--- config.mk ---
export PLATFORM = sky130hd
export DESIGN_NAME = ad_top_ctrl
export DESIGN_NICKNAME = d
export VERILOG_FILES = /design/src/rtl/ad_pkg.sv /design/src/rtl/ad_bin2bcd_seq.sv /design/src/rtl/ad_top_ctrl.sv
export SDC_FILE = /design/constraint.sdc
export NUM_CORES = 1
export LEC_CHECK = 0
export BUFFER_PORTS_ARGS = -buffer_cell sky130_fd_sc_hd__clkbuf_2
export CAP_MARGIN = 20
export CORE_MARGIN = 2
export CORE_UTILIZATION = 55
export CTS_CLUSTER_DIAMETER = 60
export DETAILED_ROUTE_END_ITERATION = 6
export PLACE_DENSITY = 0.72
export RECOVER_POWER = 25
export SETUP_SLACK_MARGIN = 0.3
export SLEW_MARGIN = 20
export SYNTH_ARGS = -nofsm -noshare
export SYNTH_HDL_FRONTEND = slang
export SYNTH_HIERARCHICAL = 1
export SYNTH_SLANG_ARGS = --single-unit
--- constraint.sdc ---
create_clock -name CLK -period 5.1 [get_ports CLK]
set_input_delay 0.51 -clock CLK [delete_from_list [all_inputs] [get_ports CLK]]
set_output_delay 0.51 -clock CLK [all_outputs]
set_load 0.03 [all_outputs]
--- src/rtl/ad_pkg.sv ---
// ad_pkg: shared types, constants and helpers for the ADC128S022 display controller.
//   - ad_state_e : controller FSM states (GAP, XFER, SCALE, BCD)
//   - *_DEF      : default board parameters; HALF and K are derived from them
//   - FRAME_BITS : SCLK periods per conversion frame
//   - bcd_add3   : double-dabble digit correction
package ad_pkg;

    typedef enum logic [1:0] {
        GAP   = 2'd0,
        XFER  = 2'd1,
        SCALE = 2'd2,
        BCD   = 2'd3
    } ad_state_e;

    localparam int CLK_HZ_DEF  = 50_000_000;
    localparam int SCLK_HZ_DEF = 1_000_000;
    localparam int VREF_MV_DEF = 3300;
    localparam int GAP_CYC_DEF = 50;

    localparam int HALF       = CLK_HZ_DEF / (2 * SCLK_HZ_DEF);
    localparam int K          = VREF_MV_DEF / 10;
    localparam int FRAME_BITS = 16;

    // Add 3 to a BCD digit that is 5 or more so the following left shift carries correctly.
    function automatic logic [3:0] bcd_add3(input logic [3:0] d);
        logic [3:0] r;
        if (d >= 4'd5) begin
            r = d + 4'd3;
        end else begin
            r = d;
        end
        return r;
    endfunction

endpackage

--- src/rtl/ad_bin2bcd_seq.sv ---
// ad_bin2bcd_seq: sequential double-dabble converter, 10-bit binary to 3 BCD digits.
// The input is zero-extended to 12 bits and shifted 12 times.
//   clk, rst_n : clock and asynchronous active-low reset
//   start      : begin a conversion of bin; ignored while a conversion is running
//   bin        : binary value (0..999)
//   done       : one-cycle pulse, bcd holds the finished result from that cycle on
//   bcd        : {hundreds, tens, units}
module ad_bin2bcd_seq
    import ad_pkg::*;
(
    input  logic        clk,
    input  logic        rst_n,
    input  logic        start,
    input  logic [9:0]  bin,
    output logic        done,
    output logic [11:0] bcd
);

    logic        busy_r;
    logic [3:0]  cnt_r;
    logic [11:0] sh_r;
    logic [11:0] dig_r;
    logic        done_r;
    logic [11:0] adj_s;

    // Digit correction applied before every shift.
    always_comb begin
        adj_s = {bcd_add3(dig_r[11:8]), bcd_add3(dig_r[7:4]), bcd_add3(dig_r[3:0])};
    end

    // Conversion engine: load on start, then 12 correct-and-shift steps.
    always_ff @(posedge clk or negedge rst_n) begin
        if (!rst_n) begin
            busy_r <= 1'b0;
            cnt_r  <= 4'd0;
            sh_r   <= 12'h000;
            dig_r  <= 12'h000;
            done_r <= 1'b0;
        end else begin
            done_r <= 1'b0;
            if (busy_r) begin
                {dig_r, sh_r} <= {adj_s[10:0], sh_r, 1'b0};
                cnt_r         <= cnt_r + 4'd1;
                if (cnt_r == 4'd11) begin
                    busy_r <= 1'b0;
                    done_r <= 1'b1;
                end
            end else if (start) begin
                sh_r   <= {2'b00, bin};
                dig_r  <= 12'h000;
                cnt_r  <= 4'd0;
                busy_r <= 1'b1;
            end
        end
    end

    assign done = done_r;
    assign bcd  = dig_r;

endmodule

--- src/rtl/ad_top_ctrl.sv ---
// ad_top_ctrl: SPI master for an ADC128S022-style 8-channel 12-bit ADC. Runs continuous
// frames on the channel picked by Switch, scales each result to volts (x.xx) and hands
// three packed BCD digits to the display.
//   CLK, Sys_RST : clock, asynchronous active-low reset
//   Switch       : channel select 0..3 (latched at the end of each gap)
//   SDI          : ADC DOUT
//   SCLK, CS, SDO: ADC serial clock (idles high), chip select (active low), ADC DIN
//   AD_Address   : {2'b00, ch} of the displayed value
//   AD_BCDOut    : {hundreds, tens, units}; hundreds digit is volts
// Build option: define AD_AVG_EN to average four frames per display update.
module ad_top_ctrl
    import ad_pkg::*;
#(
    parameter int CLK_HZ  = CLK_HZ_DEF,
    parameter int SCLK_HZ = SCLK_HZ_DEF,
    parameter int VREF_MV = VREF_MV_DEF,
    parameter int GAP_CYC = GAP_CYC_DEF
)
(
    input  logic        CLK,
    input  logic        Sys_RST,
    input  logic [1:0]  Switch,
    input  logic        SDI,
    output logic        SCLK,
    output logic        CS,
    output logic        SDO,
    output logic [3:0]  AD_Address,
    output logic [11:0] AD_BCDOut
);

    localparam int HALF_C  = CLK_HZ / (2 * SCLK_HZ);
    localparam int K_C     = VREF_MV / 10;
    localparam int PH_LAST = 2 * FRAME_BITS;

    ad_state_e   state_r, state_nxt_s;
    logic [15:0] cnt_r;
    logic [5:0]  ph_r;         // 0: lead-in, odd: SCLK low for bit ph/2, even: SCLK high
    logic [1:0]  ch_r;
    logic        first_r;
    logic        disc_r;
    logic [15:0] shreg_r;
    logic [11:0] sc_in_r;
    logic        sclk_r, cs_r, sdo_r;
    logic [11:0] bcd_out_r;
    logic [3:0]  addr_r;

    logic        gap_done_s, half_done_s, frame_end_s, upd_s;
    logic        cs_d_s, sclk_d_s, bcd_start_s, bcd_done_s;
    logic [15:0] din_s;
    logic [23:0] prod_s;
    logic [11:0] volts_full_s;
    logic [9:0]  volts_s;
    logic [11:0] bcd_s;

`ifdef AD_AVG_EN
    logic [13:0] acc_r;
    logic [1:0]  avg_cnt_r;
    logic [13:0] acc_sum_s;
    assign acc_sum_s = acc_r + {2'b00, 12'(shreg_r)};
    assign upd_s     = (avg_cnt_r == 2'd3);
`else
    assign upd_s     = 1'b1;
`endif

    assign gap_done_s  = (cnt_r == 16'(GAP_CYC - 1));
    assign half_done_s = (cnt_r == 16'(HALF_C - 1));
    assign frame_end_s = (state_r == XFER) && (ph_r == 6'(PH_LAST)) && half_done_s;
    // ADD2..ADD0 sit in DIN bits 13..11.
    assign din_s       = {2'b00, 1'b0, ch_r, 11'd0};

    // FSM state register.
    always_ff @(posedge CLK or negedge Sys_RST) begin
        if (!Sys_RST) begin
            state_r <= GAP;
        end else begin
            state_r <= state_nxt_s;
        end
    end

    // FSM next-state logic.
    always_comb begin
        state_nxt_s = state_r;
        case (state_r)
            GAP: begin
                if (gap_done_s) state_nxt_s = XFER;
                else            state_nxt_s = GAP;
            end
            XFER: begin
                if (frame_end_s) begin
                    if (disc_r || !upd_s) state_nxt_s = GAP;
                    else                  state_nxt_s = SCALE;
                end else begin
                    state_nxt_s = XFER;
                end
            end
            SCALE: state_nxt_s = BCD;
            BCD: begin
                if (bcd_done_s) state_nxt_s = GAP;
                else            state_nxt_s = BCD;
            end
            default: state_nxt_s = GAP;
        endcase
    end

    // FSM outputs: next values of the ADC pins and the converter start strobe.
    always_comb begin
        cs_d_s      = 1'b1;
        sclk_d_s    = 1'b1;
        bcd_start_s = 1'b0;
        case (state_r)
            XFER: begin
                cs_d_s   = 1'b0;
                sclk_d_s = ~ph_r[0];
            end
            SCALE:   bcd_start_s = 1'b1;
            default: cs_d_s      = 1'b1;
        endcase
    end

    // Frame sequencing: gap/half-period counter, phase, channel latch, result capture.
    always_ff @(posedge CLK or negedge Sys_RST) begin
        if (!Sys_RST) begin
            cnt_r     <= 16'd0;
            ph_r      <= 6'd0;
            ch_r      <= 2'b00;
            first_r   <= 1'b1;
            disc_r    <= 1'b1;
            sc_in_r   <= 12'h000;
`ifdef AD_AVG_EN
            acc_r     <= 14'd0;
            avg_cnt_r <= 2'd0;
`endif
        end else begin
            case (state_r)
                GAP: begin
                    ph_r <= 6'd0;
                    if (gap_done_s) begin
                        cnt_r   <= 16'd0;
                        ch_r    <= Switch;
                        // The ADC answers with the previous frame's channel, so a new
                        // channel (or the first frame) yields stale data.
                        disc_r  <= first_r | (Switch != ch_r);
                        first_r <= 1'b0;
`ifdef AD_AVG_EN
                        if (Switch != ch_r) begin
                            acc_r     <= 14'd0;
                            avg_cnt_r <= 2'd0;
                        end
`endif
                    end else begin
                        cnt_r <= cnt_r + 16'd1;
                    end
                end
                XFER: begin
                    if (half_done_s) begin
                        cnt_r <= 16'd0;
                        ph_r  <= ph_r + 6'd1;
                    end else begin
                        cnt_r <= cnt_r + 16'd1;
                    end
                    if (frame_end_s && !disc_r) begin
`ifdef AD_AVG_EN
                        if (avg_cnt_r == 2'd3) begin
                            sc_in_r   <= 12'(acc_sum_s >> 2);
                            acc_r     <= 14'd0;
                            avg_cnt_r <= 2'd0;
                        end else begin
                            acc_r     <= acc_sum_s;
                            avg_cnt_r <= avg_cnt_r + 2'd1;
                        end
`else
                        sc_in_r <= 12'(shreg_r);
`endif
                    end
                end
                default: begin
                    cnt_r <= 16'd0;
                    ph_r  <= 6'd0;
                end
            endcase
        end
    end

    // ADC pins: SDO changes on SCLK fall, SDI is shifted in on SCLK rise.
    always_ff @(posedge CLK or negedge Sys_RST) begin
        if (!Sys_RST) begin
            cs_r    <= 1'b1;
            sclk_r  <= 1'b1;
            sdo_r   <= 1'b0;
            shreg_r <= 16'h0000;
        end else begin
            cs_r   <= cs_d_s;
            sclk_r <= sclk_d_s;
            if (sclk_r && !sclk_d_s) begin
                sdo_r <= din_s[~ph_r[4:1]];
            end
            if (!sclk_r && sclk_d_s) begin
                shreg_r <= {shreg_r[14:0], SDI};
            end
        end
    end

    // Scale to hundredths of a volt, rounded to nearest so a full-scale code reads 3.30.
    always_comb begin
        prod_s       = 24'(sc_in_r) * 24'(K_C) + 24'd2048;
        volts_full_s = 12'(prod_s >> 12);
        if (volts_full_s > 12'd999) begin
            volts_s = 10'd999;
        end else begin
            volts_s = volts_full_s[9:0];
        end
    end

    ad_bin2bcd_seq u_bcd (
        .clk   (CLK),
        .rst_n (Sys_RST),
        .start (bcd_start_s),
        .bin   (volts_s),
        .done  (bcd_done_s),
        .bcd   (bcd_s)
    );

    // Display registers: digits and channel change together, only on a finished conversion.
    always_ff @(posedge CLK or negedge Sys_RST) begin
        if (!Sys_RST) begin
            bcd_out_r <= 12'h000;
            addr_r    <= 4'h0;
        end else if ((state_r == BCD) && bcd_done_s) begin
            bcd_out_r <= bcd_s;
            addr_r    <= {2'b00, ch_r};
        end
    end

    assign SCLK       = sclk_r;
    assign CS         = cs_r;
    assign SDO        = sdo_r;
    assign AD_Address = addr_r;
    assign AD_BCDOut  = bcd_out_r;

endmodule

==> impl_metrics.json <==
{
  "outcome": "finished with violations",
  "violations": "max-capacitance violations, max-slew violations",
  "yosys.cell_types.count": 75,
  "final_hold_viol_count": 0,
  "grt_pass1_vias": 4231,
  "ys_seq_elements": 99,
  "areaGrowthSynthToFinish_pct": 8.41,
  "die_height_um": 110,
  "drt_iter0_markers": 227,
  "final_cell_mix": "dfrtp_1, ha_1, nand2_1, nor2_1, inv_1",
  "seq_area_frac_synth_pct": 39.9,
  "finalMaxSlewViolations": 61,
  "met2_usage_pct": 34.9,
  "yosys.area.top_type_share_pct": 38.2,
  "power_leakage_nw": 3.38,
  "grt_max_degree": 61,
  "busiest_layer": "met2",
  "rr_startpoint": "sc_in_r[4]$_DFFE_PN0P_",
  "cts_buffer_depth": 2,
  "die_area_mm2": 0.0122,
  "drv_cap": 1,
  "start_kind": "flip-flop",
  "die_w_um": 110,
  "fin_total_pwr_mw": 1.42,
  "vias_per_cell": 5.70,
  "syn_inst": 577,
  "root_buffer": "clkbuf_16",
  "routabilityCongestion": 0.818,
  "fp-row-count": 38,
  "ant_nets": 0,
  "nets": 680,
  "fmax_mhz": 217,
  "cp-startpoint": "sc_in_r[4]$_DFFE_PN0P_",
  "numCtsBuffers": 9,
  "fin_crit_sh_pct": 90.3,
  "core_mm2": 0.0109,
  "start_util_pct": 56.9,
  "max-vdd-ir-drop_mv": 0.207,
  "clkTransAtPathRegs_ns": 0.07,
  "dr.pass1.iters": 5,
  "antenna_found_initial": 0,
  "syn_area_per_cell_um2": 10.8,
  "drc_errors": 0,
  "globalRouteMet1Util_pct": 24.8,
  "post-route-cell-area_mm2": 0.00674,
  "fin_tns_setup_ns": 0,
  "post-dp-hpwl_um": 8120,
  "syn_area_mm2": 0.00622,
  "track_usage_pct": 19.9,
  "cts_max_level": 3,
  "worst_slew_pin_slew_ns": 3.21,
  "synth_area_leader_cell": "dfrtp_1",
  "critical_path_class": "reg -> reg",
  "synth_flop_cell": "dfrtp_1",
  "drive_above_1_share_pct": 18.3,
  "n_antenna_cell": 0,
  "wl_per_cell_um": 15.0,
  "clkSinkCount": 99,
  "vias": 4224,
  "critPathMaxFanout": 7,
  "grt_setup_unrepaired": "false",
  "powerDensity_mw_per_mm2": 211,
  "synth-edff-count": 0,
  "max-slew-margin-rel_pct": -114,
  "post-route-min-period_ns": 4.61,
  "synth_area_leaders": "dfrtp_1, ha_1, mux2_2, fa_1, xor2_1",
  "ioPinCount": 24,
  "final_common_cell": "dfrtp_1",
  "portBuffers": 21,
  "gr-usage-met3_pct": 3.29,
  "totalWireLength_um": 11100,
  "setup_viol": 0,
  "finish.utilization_pct": 61.7,
  "crit_required_ns": 5.36,
  "cp.arrival_ns": 4.87,
  "hp-class": "in -> reg",
  "clock_latency_ns": 0.33,
  "synthArstFlopShare_pct": 100,
  "hp-start": "SDI",
  "clock_skew_ns": 0.00689,
  "crit_path_end_kind": "flip-flop",
  "cts_tree": "done",
  "yosys_warnings": 6,
  "gr-total-overflow": 0,
  "placed_area_mm2": 0.00642,
  "grt_pass1_wl_um": 19000
}
## sequential cells by signal, indices dropped and copies added, names as in the netlist, 2 cells and up
signal / cells
AD_Address: 2
AD_BCDOut: 12
ch_r: 2
cnt_r: 16
ph_r: 6
sc_in_r: 12
shreg_r: 12
state_r: 2
u_bcd/bcd: 12
u_bcd/cnt_r: 4
u_bcd/sh_r: 12
## layer usage
layer | up-vias | wire (um)
met5 | - | 0
met4 | 0 | 97
met3 | 7 | 263
met2 | 51 | 5620
met1 | 2093 | 5100
li1 | 2073 | -
## path summary, 6_finish.rpt
path                                        endpoint  slack, ns  depth (start not counted)
max                        u_bcd/sh_r[8]$_DFFE_PN0P_       0.49                         15
min                           shreg_r[0]$_DFFE_PN0P_       0.41                          2
max reg2reg                u_bcd/sh_r[8]$_DFFE_PN0P_       0.49                         15
min reg2reg                 u_bcd/bcd[0]$_DFFE_PN0P_       0.49                          2
max in group asynchronous     sc_in_r[7]$_DFFE_PN0P_       2.01                          2
min in group asynchronous   u_bcd/bcd[6]$_DFFE_PN0P_       1.24                          1
## timing repair
item                                    CTS  global route
resized for setup                         0            10
endpoints found under the setup margin    0             2
hold buffers                              0             0
setup buffers                             0             1
## final cells by class
class,count,area (um2)
clock buffer,12,236
inverter,39,146
sequential,99,2480
fill,888,4190
timing repair buffer,24,126
clock inverter,4,26.3
multi-input combinational,423,3550
tap,140,175
## metrics by stage
step	setup WS [ns]	cells	hold WS, ns
final	0.493	741	0.405
after global routing	0.308	741	0.404
after CTS	0.374	740	0.270
after detailed placement	0.390	724	0.472
after global placement	0.545	724	0.467
after floorplan	0.738	578	0.214
## worst max-delay path: stages, from the launching register on
cell,delay (ns)
dfrtp_1,0.43
ha_1,0.33
fa_1,0.49
fa_1,0.41
ha_1,0.31
ha_2,0.35
a21o_4,0.25
a211o_4,0.29
a31oi_2,0.23
o31ai_4,0.11
xor2_2,0.18
or4b_4,0.53
mux2_4,0.32
nand3_1,0.08
mux2i_1,0.07
o21ai_1,0.16
## synth_stat cells (all sizes together) (3+ instances only)
| cell | count |
|---|---|
| a31oi | 3 |
| a21o | 5 |
| xor2 | 25 |
| nand2 | 46 |
| o21ai | 27 |
| nor4 | 4 |
| ha | 66 |
| dfstp | 4 |
| a2111o | 3 |
| o31ai | 5 |
| nor2b | 6 |
| a311o | 3 |
| nor3b | 5 |
| nor2 | 43 |
| nand4 | 10 |
| xnor2 | 12 |
| clkbuf | 5 |
| nand3 | 20 |
| mux2i | 12 |
| nand2b | 5 |
| o22ai | 3 |
| and2 | 3 |
| a21oi | 16 |
| dfrtp | 95 |
| nor3 | 8 |
| and3 | 5 |
| inv | 39 |
| mux2 | 38 |
| a211o | 4 |
| fa | 13 |
| buf | 11 |
## kinds of logic after synthesis
kind of cell	synth area share, %
xor gates and xnor gates	5.33
other	0.0603
buffers and inverters	3.98
AOI/OAI and AO/OA	10.8
muxes	8.87
and+or+nand+nor	13.6
DFF	39.9
adders and majority gates	17.5
## where the power goes
part	internal, mW	switching, mW	leakage, nW
registers	0.786	0.000388	1.35
logic	0.00288	0.0180	1.90
clock network	0.332	0.285	0.127
total	1.12	0.304	3.38
No activity file was read; power rests on OpenSTA's default activity.
